[src/rtl/encoder_4_to_2_serial.sv]
// ----------------------------------------------------------------------------
// encoder_4_to_2_serial
//
// Serial priority encoder. Accepts an N-bit request vector through a
// valid/ready handshake, latches it, then streams out the binary index of
// every set bit, lowest index first, one index per accepted output beat.
// It is the sequential inverse of a 2-to-4 decoder: a one-hot or multi-hot
// vector goes in, a stream of binary select codes comes out.
//
// Parameters:
//   N          width of the request vector (power of two, >= 2)
//   W          width of the output index, $clog2(N); derived, not overridden
//
// Ports:
//   clk        system clock, all state updates on the rising edge
//   rst        synchronous active-high reset
//   ena        module enable; low stalls both handshakes and holds state
//   in         request vector
//   in_valid   in holds a vector to be accepted
//   in_ready   a vector can be accepted this cycle
//   out        binary index of the lowest pending set bit
//   out_valid  out holds a valid index
//   out_ready  downstream consumes out this cycle
//   out_last   out is the final pending bit of the latched vector
//   busy       a latched vector still has pending bits (not gated by ena)
// ----------------------------------------------------------------------------
module encoder_4_to_2_serial #(
  parameter int N = 4,
  localparam int W = $clog2(N)
) (
  input  logic         clk,
  input  logic         rst,
  input  logic         ena,
  input  logic [N-1:0] in,
  input  logic         in_valid,
  output logic         in_ready,
  output logic [W-1:0] out,
  output logic         out_valid,
  input  logic         out_ready,
  output logic         out_last,
  output logic         busy
);

  localparam logic       IDLE = 1'b0;
  localparam logic       BUSY = 1'b1;
  localparam logic [N-1:0] ONE = {{(N-1){1'b0}}, 1'b1};

  logic         state;
  logic [N-1:0] pending;
  logic [N-1:0] pending_rest;  // pending with its lowest set bit cleared
  logic         single_bit;
  logic         in_fire;
  logic         out_fire;

  // Handshake outputs. rst is folded in so nothing can transfer while the
  // block is being reset, even before the reset edge takes effect.
  assign in_ready  = ena & (state == IDLE) & ~rst;
  assign out_valid = ena & (state == BUSY) & ~rst;
  assign busy      = (state == BUSY);

  assign in_fire  = in_valid & in_ready;
  assign out_fire = out_valid & out_ready;

  // Clearing the lowest set bit: x & (x - 1). Because beats always leave in
  // ascending order, the bit being emitted is always the lowest one, so this
  // is exactly "clear the bit at index out".
  assign pending_rest = pending & (pending - ONE);
  assign single_bit   = (pending != '0) && (pending_rest == '0);
  assign out_last     = out_valid & single_bit;

  // Lowest-set-bit index; scanning from the top lets the lowest hit win.
  always_comb begin
    // NOTE: give every always_comb output a default before any condition,
    // otherwise paths that skip the assignment infer a latch.
    out = '0;
    for (int i = N - 1; i >= 0; i--) begin
      if (pending[i]) out = W'(i);
    end
  end

  always_ff @(posedge clk) begin
    // NOTE: registered state uses non-blocking assignments so every flop
    // samples the pre-edge values regardless of statement order.
    if (rst) begin
      state   <= IDLE;
      pending <= '0;
    end else if (state == IDLE) begin
      // An all-zero vector is accepted and dropped: no beats to emit.
      if (in_fire && (in != '0)) begin
        pending <= in;
        state   <= BUSY;
      end
    end else begin
      if (out_fire) begin
        pending <= pending_rest;
        if (single_bit) state <= IDLE;
      end
    end
  end

endmodule

[config.mk]
export PLATFORM = sky130hd
export DESIGN_NAME = encoder_4_to_2_serial
export DESIGN_NICKNAME = d
export VERILOG_FILES = /design/src/rtl/encoder_4_to_2_serial.sv
export SDC_FILE = /design/constraint.sdc
export NUM_CORES = 1
export LEC_CHECK = 0
export CAP_MARGIN = 15
export CELL_PAD_IN_SITES_DETAIL_PLACEMENT = 1
export CELL_PAD_IN_SITES_GLOBAL_PLACEMENT = 1
export CORE_MARGIN = 10
export CORE_UTILIZATION = 29
export CTS_CLUSTER_SIZE = 10
export DETAILED_ROUTE_END_ITERATION = 12
export PLACE_DENSITY = 0.82
export SYNTH_ARGS = -nofsm -noshare
export SYNTH_HDL_FRONTEND = slang
export SYNTH_SLANG_ARGS = --single-unit
[constraint.sdc]
create_clock -name clk -period 2 [get_ports clk]
set_input_delay 0.4 -clock clk [delete_from_list [all_inputs] [get_ports clk]]
set_output_delay 0.4 -clock clk [all_outputs]
set_load 0.01 [all_outputs]
# Word-level counts from Yosys, hierarchy flattened
# Index checks and enable logic that the tools add are counted.
[word_totals]
regBits = 5
input_bits = 9
output_inout_bits = 6
elab_cells = 32
[classes]
n_addsub = 1
n_eq_ne = 1
n_mux = 11
bitwise = 10
n_reduce_logical = 7
[ops]
columns = ["operator", "n"]
rows = [
  ["$mux 4", 3],
  ["$mux 2", 4],
  ["$reduce_bool 4->1", 2],
  ["$and 1x1->1", 7],
  ["$and 4x4->4", 1],
  ["$logic_not 4->1", 1],
  ["$mux 1", 4],
  ["$sub 4x1->4 const B", 1],
  ["$logic_and 1x1->1", 2],
  ["$ne 2x1->1 const B", 1],
  ["$not 1->1", 2],
  ["$reduce_and 2->1", 1],
  ["$reduce_bool 2->1", 1],
]

# Depth between registers and ports, before layout
# Gate-level depths: netlist of run 1.
[logic_depth]
word_depth = 7
ltp_mapped = 4
mapped_depth_nobuf = 3

# Least setup slack after synthesis of run 1
# OpenSTA, ideal clock, no wires.
[synth_path]
kind = "in2reg"
from = "input port in[2]"
to = "register pending[3]"
setup_ps = 121
t_arrival_ps = 1390
required_ps = 1879
slack_ps = 488
path_stages = 3
n_path_buf = 0
cell_sequence = "o41a_1 -> a22oi_4 -> mux2_4"
[synth_via]
elab_chain_len = 4
[synth_lines]
columns = ["item", "line", "rtl"]
rows = [
  ["start, declared", "34", "input logic [N-1:0] in,"],
  ["$reduce_bool 4->1", "89", "if (in_fire && (in != '0)) begin"],
  ["$logic_and 1x1->1", "89", ""],
  ["$reduce_bool 2->1 (no line)", "--", ""],
  ["$reduce_and 2->1 (no line)", "--", ""],
  ["end signal, assigned", "90", "pending <= in;"],
  ["end signal, assigned", "95", "pending <= pending_rest;"],
  ["end, declared", "49", "logic [N-1:0] pending;"],
]
# Every way passes these cells.
# A chain may end at the register's enable or synchronous reset.

# Worst setup path after layout of run 1
[layout_path]
from = "input port rst"
to = "output port out_last"
[layout_via]
elab_chain_len = 3
[layout_lines]
columns = ["item", "line", "rtl"]
rows = [
  ["start, declared", "32", "input logic rst,"],
  ["$not 1->1", "58", "assign out_valid = ena & (state == BUSY) & ~rst;"],
  ["$and 1x1->1", "58", ""],
  ["$and 1x1->1", "69", "assign out_last = out_valid & single_bit;"],
  ["end, declared", "40", "output logic out_last,"],
]
# Every way passes these cells.

==> impl_results.md, run 1 <==
* Yosys cell types at 26
* IO buf count at 14
* Clock Skews at 0.0101 ns
* Fillers at 154
* Final count of negative-setup-slack endpoints at 0
* Slew HR at 0.813
* Setup tns final at 0 ns
* Reg2reg path depth at 5
* CP Cell Sequence: clkdlybuf4s50_1 -> and3b_1 -> nor2b_1 -> dlygate4sd2_1
* Cell-internal power at 241 uW
* Seq cells post-synth at 5
* Initial drt markers at 5
* Minimum setup slack among reg-to-reg paths at 0.60 ns
* RSZ-0062 raised after global routing: false
* RePlAce Congestion at 0.736
* Seq/Total Area, Yosys at 0.261
* CTS Buffer Depth at 2
* Die boundary height at 56.3 um
* Via count at 420
* WP buf/inv at 2
* Vias in the first global route at 459
* CP peak stage delay at 0.49 ns
* Startpoint Class: input pin
* Grt met3 use at 0.0449
* Outcome: finished clean
* GR met2 Demand/Resource at 0.155
* Routed WL at 1.30 mm
* Setup Fix Bufs, Post-CTS at 0
* Row Count at 13
* Syn Std Cell Area at 383 um^2
* Global-route wire length before repair at 2.17 mm
* CP Depth at 4
* Grt total ovfl at 0
* Gr busiest metal: met2
* Die width at 56.3 um
* H-tree levels at 1
* Required time worst endpoint at 1.60 ns
* Antenna viol nets, final at 0
* Placed Instances at 79
* Initial antenna violation count at 0
* Clock power share at 0.361
* Final Non-Filler Cells at 83
* Post-Syn Instances at 42
* N_diodes at 0
* Die area at 3170 um^2
* Post-route clock period utilization at 0.959
* CTS tree: done
* Slew Limit Fails at 0
* Hold slack at 0.559 ns
* Slowest CP cell: clkdlybuf4s50_1
* Average size of a mapped cell at 9.12 um^2
* Setup crit end kind: primary output
* Max Cap Viol at 0
* YS warnings at 0
* Iteration count of the initial detailed-routing pass at 2
* CP Data Arrival Time at 1.52 ns
* CTS sink count at 5
* Sequential share of power at 0.343
* CP max FO at 3
* Total track usage at 0.0865
* Tightest Hold Check Type: reg2reg
* Largest net degree at the start of global routing at 8
* Commonest non-fill, non-tap cells in the layout: clkdlybuf4s50_1 (10), buf_4 (10), nor2_1 (5), dfxtp_1 (5)
* Tot Pwr at 341 uW
* IO Pins at 15
* Vias per cell at 5.06
* M1 GR Usage at 0.0817
* Tmin final at 1.92 ns
* # DRC at 0
* Post-CTS sizing at 4
* Nets at 78
* Worst hold stages at 2
* Critical path's top delay family: buffers and inverters
* Area added between synthesis and finish at 68.3%
* Initial Util at 0.302
* WS Path Type: in2out
* Sw frac at 0.292
* PwrDens at 529 nW/um^2
* Combinational fraction of design power at 0.297
* Clk pin slew, worst setup/hold paths at 0.05 ns
* Static Leak at 0.330 nW
* Final Hold Fails at 0
* Wire per inst at 15.7 um
* CTS root buffer: clkbuf_4
* Net Count, Synth at 51
* P_sw at 99.7 uW
* Hold_buf cts at 0
* HPWL after DPL at 1.11 mm
* Total CTS buffers at 3
* Skew-Pair Late Insertion Delay at 0.25 ns
* Actual slew at the worst max-slew pin at 0.281 ns
* Core area at 1270 um^2
* Layout cell share with drive strength beyond 1 at 0.338
* Max Freq at 0.521 GHz
* Max IR drop VDD at 0.000347 V
-- state kept, by name, indices dropped and copies added (netlist names) --
register / count
pending: 4
busy: 1
-- per-layer routing --
metal	share of wire	vias up
met1	0.38	198
met2	0.54	9
li1	-	209
met5	0	-
met4	0.019	0
met3	0.062	4
-- synth_stat cells --
cell type  count  area, um^2
and3b_1        1        8.76
nand3_1        1        5.00
o41a_1         1        11.3
and2b_2        1        8.76
o211a_1        1        10.0
a211oi_1       1        7.51
nand2b_1       1        6.26
a22oi_4        1        21.3
xor2_1         1        8.76
o221a_2        1        11.3
a311oi_1       1        8.76
nor3b_2        1        12.5
dfxtp_1        5         100
a31oi_1        1        6.26
nand2_1        2        7.51
a21o_2         1        8.76
inv_1          2        7.51
mux2i_1        3        30.0
nor2b_1        2        12.5
o21a_1         1        7.51
clkbuf_8       1        13.8
clkbuf_1       1        3.75
nor2_1         6        22.5
mux2_4         1        15.0
a21oi_1        2        10.0
nor4b_1        2        17.5
-- power groups by stage --
stage / registers (mW) / logic [mW] / clock network [mW]
2_1_floorplan: 0.113 / 0.0483 / 0
3_3_place_gp: 0.117 / 0.0967 / 0
3_5_place_dp: 0.118 / 0.100 / 0
4_1_cts: 0.116 / 0.0998 / 0.127
5_1_grt: 0.118 / 0.111 / 0.133
6_report: 0.117 / 0.101 / 0.123
-- stage by stage --
stage / utilization / cell area [um^2] / setup WS, ns
finish: 0.508 / 644 / 0.0820
global route: 0.508 / 644 / 0.00965
CTS: 0.492 / 624 / 0.00757
detailed placement: 0.472 / 599 / -0.199
global placement: 0.472 / 599 / -0.151
floorplan: - / 383 / 0.488
-- kinds of logic after synthesis --
| logic type | synth area share |
|---|---|
| xor gates and xnor gates | 0.0229 |
| DFF | 0.261 |
| and+or+nand+nor | 0.265 |
| buffers and inverters | 0.0653 |
| AOI/OAI and AO/OA | 0.268 |
| muxes | 0.118 |
-- path summary, 6_finish.rpt --
path | endpoint | from
worst max-delay path | out_last | rst
worst min-delay path | pending[1]$_SDFFE_PP0P_ | pending[1]$_SDFFE_PP0P_
worst min register to register | pending[1]$_SDFFE_PP0P_ | pending[1]$_SDFFE_PP0P_
worst max register to register | pending[2]$_SDFFE_PP0P_ | busy$_SDFF_PP0_
-- worst min-delay path, stage by stage (launching register included) --
cell,delay (ns)
dfxtp_1,0.37
nand2_1,0.08
mux2i_1,0.06
-- final cells by class --
type / instances / area (um^2) / area share
sequential: 5 / 100 / 0.155
timing repair buffer: 24 / 214 / 0.332
inverter: 2 / 7.51 / 0.0117
multi-input combinational: 33 / 278 / 0.431
tap: 15 / 18.8 / 0.0291
clock buffer: 4 / 26.3 / 0.0408
Power figures use the tool's default switching activity.
==> inputs of run 2 (changes only) <==
--- a/config.mk
+++ b/config.mk
@@ -13,6 +13,7 @@
 export CTS_CLUSTER_SIZE = 10
 export DETAILED_ROUTE_END_ITERATION = 12
 export PLACE_DENSITY = 0.82
+export SLEW_MARGIN = 10
 export SYNTH_ARGS = -nofsm -noshare
 export SYNTH_HDL_FRONTEND = slang
 export SYNTH_SLANG_ARGS = --single-unit
==> results of run 2 <==
Final layout, timing and power as in run 1 (identical DEF).
==> inputs of run 3 (changes only) <==
--- a/config.mk
+++ b/config.mk
@@ -13,7 +13,9 @@
 export CTS_CLUSTER_SIZE = 10
 export DETAILED_ROUTE_END_ITERATION = 12
 export PLACE_DENSITY = 0.82
+export SKIP_LAST_GASP = 1
 export SLEW_MARGIN = 10
 export SYNTH_ARGS = -nofsm -noshare
 export SYNTH_HDL_FRONTEND = slang
 export SYNTH_SLANG_ARGS = --single-unit
+export TNS_END_PERCENT = 100
==> results of run 3 <==
Final layout, timing and power as in run 1 (identical DEF).
